--- config.mk ---
export PLATFORM = sky130hd
export DESIGN_NAME = fetch_stage
export DESIGN_NICKNAME = d
export VERILOG_FILES = /design/src/rtl/fetch_stage.sv
export SDC_FILE = /design/constraint.sdc
export NUM_CORES = 1
export LEC_CHECK = 0
export CAP_MARGIN = 10
export CORE_ASPECT_RATIO = 0.6
export CORE_UTILIZATION = 35
export CTS_CLUSTER_SIZE = 40
export DETAILED_ROUTE_END_ITERATION = 16
export SYNTH_ARGS = -nofsm -noshare
export SYNTH_HDL_FRONTEND = slang
export SYNTH_SLANG_ARGS = --single-unit
--- constraint.sdc ---
create_clock -name clk -period 2.6 [get_ports clk]
set_input_delay 0.52 -clock clk [delete_from_list [all_inputs] [get_ports clk]]
set_output_delay 0.52 -clock clk [all_outputs]
set_load 0.03 [all_outputs]
--- src/rtl/fetch_stage.sv ---
// Instruction fetch stage: drives the instruction memory request, buffers a word
// returned while ID is stalled, and remembers redirects that arrive during a wait.
module fetch_stage #(
  parameter logic [31:0] RESET_PC  = 32'h0000_0000,
  parameter logic [2:0]  PC_NEXT   = 3'd0,
  parameter logic [2:0]  PC_JUMP   = 3'd1,
  parameter logic [2:0]  PC_JR     = 3'd2,
  parameter logic [2:0]  PC_BRANCH = 3'd3
) (
  input  logic        clk,
  input  logic        rst,
  input  logic        en,
  input  logic [2:0]  pc_src,
  input  logic [31:0] branch_target,
  input  logic [31:0] jr_target,
  output logic        imem_req,
  output logic [31:0] imem_addr,
  input  logic        imem_ack,
  input  logic [31:0] imem_data,
  output logic [31:0] inst_out,
  output logic [31:0] pc_out,
  output logic        valid_out,
  output logic        fetch_busy
);

  typedef enum logic {S_FETCH, S_BUF} state_t;

  state_t      state, state_nxt;
  logic [31:0] pc, buf_data, redir_pc;
  logic        redir_pend;
  logic [31:0] npc, pc_plus4, deliver_data;
  logic        deliver, bubble, capture;

  always_ff @(posedge clk) begin
    if (rst) state <= S_FETCH;
    else     state <= state_nxt;
  end

  always_comb begin
    state_nxt = state;
    case (state)
      S_FETCH: if (imem_ack && !en) state_nxt = S_BUF;
      S_BUF:   if (en)              state_nxt = S_FETCH;
      default: state_nxt = S_FETCH;
    endcase
  end

  // Request is masked during reset so the abandoned fetch never reaches memory.
  always_comb begin
    imem_req   = (state == S_FETCH) && !rst;
    imem_addr  = pc;
    fetch_busy = (state == S_FETCH) && !imem_ack;
  end

  assign pc_plus4 = pc + 32'd4;

  // Explicit pc_src beats a pending redirect; JUMP target uses the ID-stage instruction.
  always_comb begin
    if (pc_src == PC_JUMP)        npc = {pc_out[31:28], inst_out[25:0], 2'b00};
    else if (pc_src == PC_JR)     npc = jr_target;
    else if (pc_src == PC_BRANCH) npc = branch_target;
    else if (redir_pend)          npc = redir_pc;
    else                          npc = pc_plus4;
  end

  always_comb begin
    deliver      = en && ((state == S_BUF) || imem_ack);
    bubble       = en && (state == S_FETCH) && !imem_ack;
    capture      = !en && (state == S_FETCH) && imem_ack;
    deliver_data = (state == S_BUF) ? buf_data : imem_data;
  end

  always_ff @(posedge clk) begin
    if (rst) begin
      pc         <= RESET_PC;
      buf_data   <= '0;
      redir_pend <= 1'b0;
      redir_pc   <= '0;
      inst_out   <= '0;
      pc_out     <= '0;
      valid_out  <= 1'b0;
    end else begin
      if (deliver) begin
        inst_out   <= deliver_data;
        pc_out     <= pc_plus4;
        valid_out  <= 1'b1;
        pc         <= npc;
        redir_pend <= 1'b0;
      end else if (bubble) begin
        inst_out  <= '0;
        valid_out <= 1'b0;
        if (pc_src != PC_NEXT) begin
          redir_pend <= 1'b1;
          redir_pc   <= npc;
        end
      end
      if (capture) buf_data <= imem_data;
    end
  end

endmodule

---- After elaboration in Yosys (flattened, before gate mapping) ----
Cells that the tools add are included.
Widths: inputs -> output; s select.
storage, ports and cells
  register bits ........................... 163
  word-level logic and storage cells ...... 43
  input port bits ......................... 103
operators by class
  mux-type cells .......................... 12
  bitwise logic cells ..................... 2
  $add $sub $neg .......................... 1
  eq/ne operators ......................... 3
  reduce and logical (&&, ||, !) cells .... 17
operators with widths
  cell                   count
  $mux 32                7
  $add 32x3->32 const B  1
  $logic_and 1x1->1      8
  $eq 3x2->1 const B     2
  $mux 1                 4
  $eq 3x1->1 const B     1
  $logic_not 1->1        3
  $reduce_and 3->1       1
  $reduce_bool 3->1      1
  $not 1->1              2
  $pmux 1 s2             1
  $reduce_and 2->1       1
  $reduce_bool 2->1      1
  $reduce_or 2->1        1
  $logic_or 1x1->1       1

---- Depth between registers and ports, before layout ----
  depth after elaboration ................. 5
  gate-level depth with buffers ........... 8
  depth with buffers taken out ............ 6

---- Worst setup path after synthesis ----
Ideal clock, no wire load.
  path kind ............................... reg2reg
  start point ............................. register pc[2], in the netlist imem_addr[2]
  end point ............................... register redir_pc[22]
  slack ................................... 0.348 ns
  required time ........................... 2.466 ns
  stages on the path, launching flop included .. 8
  period minus slack after synthesis ...... 2.252 ns
  buffers on the path ..................... 1
  arrival ................................. 2.118 ns
  path through ............................ dfxtp_1 ha_1 and3_1 buf_2 nand4_1 o31a_1 o311ai_0 o31ai_1
on the way
  cells in the longest elaborated chain, start to end .. 5
RTL lines
  what                    line  source
  start, declared         29    logic [31:0] pc, buf_data, redir_pc;
  start signal, assigned  87    pc <= npc;
  $add 32x3->32           55    assign pc_plus4 = pc + 32'd4;
  $mux 32                 62    else if (redir_pend) npc = redir_pc;
  $mux 32                 61    else if (pc_src == PC_BRANCH) npc = branch_target;
  $mux 32                 60    else if (pc_src == PC_JR) npc = jr_target;
  $mux 32                 59    if (pc_src == PC_JUMP) npc = {pc_out[31:28], inst_out[25:0], 2'b00};
  end signal, assigned    94    redir_pc <= npc;
  end, declared           29
Every way passes these cells.
A chain may end at the register's enable or synchronous reset.

---- Worst setup path after layout ----
  start point ............................. register pc[11], in the netlist imem_addr[11]
  end point ............................... register redir_pc[27]
The elaborated chain is that of the path after synthesis.

==> run summary <==
The run finished with clean final reports. The number of global-route vias before repair was 7831. The clock latency reported for the late side of the worst-skew pair is 0.44 ns. In the routed layout, each cell is associated on average with a via count of 5.508. In this run the worst path has a maximum fanout of 8. The net total in the final layout came out at 1310.

The worst setup path is launched from a flop. In this run the core area contains 42 standard-cell rows. The final critical-path share of the clock period is 92.18%.

The critical path startpoint is imem_addr[11]$_SDFFE_PP0P_. The number of antenna cells inserted came out at 0. The buffer cell driving the clock tree root is clkbuf_16.

The most used flip-flop cell after synthesis is dfxtp_1. After Yosys synthesis, XOR and XNOR cells account for 0.7696% of the synthesized area. The average wire length per cell after detail routing is 20.00 µm. The number of flops mapped to enable cells by yosys came out at 0. The synthesized-area fraction occupied by adder cells came out at 0.1571%.

nand2_1 is the most common cell in the netlist. The critical path goes through and4_1 > nand4_1 > o31a_1 > o41ai_1 > buf_4 > a211oi_1. The depth of the worst register-to-register path came out at 6. The area added between synthesis and finish came out at 40.91%. The initial core utilization came out at 35.92%. The port buffer count came out at 201. The post-route setup TNS came out at 0 ns. The worst register-to-register path ends at redir_pc[27]$_SDFFE_PP0P_. The cell type of the slowest stage on the worst timing path is dfxtp_1.

The mapped cell area came out at 7966 µm². The arrival time of data at the critical path endpoint is 2.70 ns. The dominant combinational cell family by area after synthesis is compound AO/OA/AOI/OAI gates. The share of flip-flops with an asynchronous set or reset after synthesis came out at 0%. The reg2reg setup slack came out at 0.20 ns. The number of buffers inserted by hold repair at cts came out at 0. The global-route usage over all layers is 26.13%. The critical path runs through a total of 6 cells.

The number of warning messages in the yosys log is 0. After synthesis, the most frequently instantiated cells are nand2_1, dfxtp_1, o21ai_0. The share of layout cells above drive strength 1 came out at 11.16%. Of all cell types, the one taking the most synthesized area is dfxtp_1.

The number of H-tree levels came out at 4. The x dimension of the die came out at 196.8 µm. The post-detailed-route DRC marker count is 0. The filler cells instantiated in the layout total 2085. The portion of netlist area occupied by mux cells is 7.759%.

The total routed wirelength came out at 30550 µm. The sort of element at the end of the critical path is a flop. Entering global routing, the biggest net connects 44 pins.

In this run the critical register-to-register path is launched from imem_addr[11]$_SDFFE_PP0P_. The clock tree from TritonCTS is yes. In the post-synthesis netlist, the biggest area contributors are dfxtp_1, nand2_1, o21ai_0.

The clock net sink count came out at 163. The global-route wire length before repair is 46490 µm. The number of buffers added for setup after CTS is 0. The maximum single-stage delay on the critical path came out at 0.45 ns.

The area occupied by multi-input gates is 4329 µm². In this run the count of I/O pins placed on the die edge is 202. At the pin with the least slew margin, the transition time is 0.6349 ns.

The cell leakage power came out at 4.056 nW. Measured on the finished design, the core utilization comes to 50.62%. The floorplan step defined a core boundary enclosing 22180 µm².

The sequential element share of the synthesized area is 40.96%. The first routing iteration left 766 violations. After synthesis the netlist holds a flip-flop and latch count of 163. The complex-gate fraction of the synthesized area came out at 25.90%.

The critical path ends at redir_pc[27]$_SDFFE_PP0P_. Summed over all layers, the global routing overflow is 0. Clock-pin slew was measured on the worst setup and hold paths at 0.07 ns. The gate family responsible for the most delay along the worst path is compound AO/OA/AOI/OAI gates. The post-route clock skew came out at 0.009030 ns. The required time of the worst setup path came out at 2.90 ns. The CTS buffer count is 17. The floorplan step defined a die boundary enclosing 23390 µm².

Measured against its own limit, the worst slew margin works out to 57.61%. The final weighted congestion of routability-driven global placement is 0.8995. The initial antenna violation count came out at 0. Setup repair after global routing left no endpoint under its margin. The count of cells resized by post-cts repair came out at 0. The via count of the routed design is 8411. The cell count after synthesis came out at 1003. The tightest min-delay check is of the flop to flop type. The post-synthesis simple-gate area fraction is 19.52%. The power density of the placed cells is 577.5 nW/µm². The buffers plus inverters on the worst setup path is 1. Timing would allow up to 417.2 MHz. Summing all flip-flop and latch instances after layout gives 3264 µm². The overall die height came out at 118.9 µm. The count of final hold-check violations came out at 0. The distinct cell type count of the synthesized netlist came out at 63.

The buffer depth of the longest clock path is 2. The worst-case vdd ir drop came out at 0.4935 mV. The number of optimization iterations in the first detailed-route pass is 5. The detail route stage leaves a number of antenna-violating nets equal to 0. The detailed placement HPWL came out at 22200 µm. The final-report max-slew violation count is 0. Counting I/O delays and the setup requirement, the final critical path takes 2.397 ns.

The number of max-capacitance violations reported is 0. The share of synthesized area in the top cell type comes to 40.96%. When the netlist entered floorplanning its net count stood at 1107. The count of final setup violators is 0.

The critical path is of the flop to flop type. The mean instance size in the synthesized netlist is 7.943 µm².
==> state kept, by name, summed over array words and instances, names as in the netlist <==
name        count
buf_data       32
imem_addr      32
inst_out       32
pc_out         32
redir_pc       32
redir_pend      1
state           1
valid_out       1
==> layer usage <==
| layer | vias to the layer above | share of wire (%) | routed length [µm] | GRT usage, % |
|---|---|---|---|---|
| met5 | - | 0 | 0 | 0 |
| met4 | 0 | 1.4 | 434 | 7.025 |
| met3 | 29 | 8.1 | 2466 | 4.843 |
| met2 | 380 | 41 | 12640 | 36.97 |
| met1 | 3979 | 49 | 15010 | 39.86 |
| li1 | 4023 | - | - | - |
==> kinds of logic (layout without fill, tap and decap cells) <==
logic type | Yosys count | in the layout
AND/OR/NAND/NOR | 350 | 350
buffers and inverters | 99 | 315
XOR/XNOR | 7 | 7
AO/OA/AOI/OAI | 323 | 323
adder cells (fa/ha/maj) | 1 | 1
multiplexers | 60 | 60
flip-flops | 163 | 163
==> cells in the final DEF, fill, tap and decap left out, types with 4 or more instances in the layout <==
cell	netlist	routed
xor2_1	4	4
a211oi_1	23	23
a21oi_1	62	62
inv_1	12	12
nor3_1	17	17
clkdlybuf4s50_1	0	198
o22ai_1	23	23
o21ai_1	5	5
o21a_1	9	9
o21ai_0	102	102
o41ai_1	5	5
a22oi_1	23	23
o311ai_0	10	9
a32oi_1	5	5
o31a_1	11	11
nand3_1	19	19
nand2_1	200	200
mux2i_1	46	46
buf_12	0	6
inv_6	0	4
buf_4	2	64
o31ai_1	5	5
clkbuf_16	0	17
nor2_1	48	46
nand2b_1	18	17
mux2_2	14	14
and2_1	5	4
dfxtp_1	163	162
nand4_1	10	10
a31oi_1	5	5
a22o_1	10	10
nor4_1	12	12
==> area by class of cell <==
type	instances	area share (%)
flip-flops and latches	163	29.08
clock buffers	19	3.856
repair buffers	270	23.09
inverters	13	0.4347
multi-input cells	741	38.56
clock inverters	13	1.538
well taps	308	3.433
==> through the flow <==
stage               instance area [µm²]  std cells  setup WS (ns)  total power [mW]  hold slack [ns]
floorplan                          7966       1003         0.3476             3.301           0.4302
global placement                  10620       1495        0.06562             3.839           0.4307
detailed placement                10620       1495        0.03938             3.844           0.4327
CTS                               11230       1527         0.2648             6.504           0.4418
global route                      11230       1527        0.06212             6.707           0.4558
finish                            11230       1527         0.2032             6.483           0.4375
==> power by group <==
part	switching (mW)	leakage (nW)	total (mW)	internal [mW]
Clock	1.15	0.287	2.68	1.53
Combinational	0.618	2.44	1.11	0.492
Sequential	0.0886	1.33	2.69	2.60
==> how the worst min path moves through the flow <==
stage                                   start                        end  slack, ns  cells past startpoint
floorplan           redir_pc[30]$_SDFFE_PP0P_  redir_pc[30]$_SDFFE_PP0P_       0.43                      2
global placement       valid_out$_SDFFE_PP0P_     valid_out$_SDFFE_PP0P_       0.43                      2
detailed placement    pc_out[23]$_SDFFE_PP0P_    pc_out[23]$_SDFFE_PP0P_       0.43                      2
CTS                   pc_out[23]$_SDFFE_PP0P_    pc_out[23]$_SDFFE_PP0P_       0.44                      2
global route          pc_out[23]$_SDFFE_PP0P_    pc_out[23]$_SDFFE_PP0P_       0.46                      2
finish                pc_out[23]$_SDFFE_PP0P_    pc_out[23]$_SDFFE_PP0P_       0.44                      2
==> worst reg2reg max path, stage by stage, from the launching register on <==
cell      delay, ns
dfxtp_1        0.45
and4_1         0.37
nand4_1        0.37
o31a_1         0.45
o41ai_1        0.39
buf_4          0.18
a211oi_1       0.05
Power figures use the tool's default switching activity.
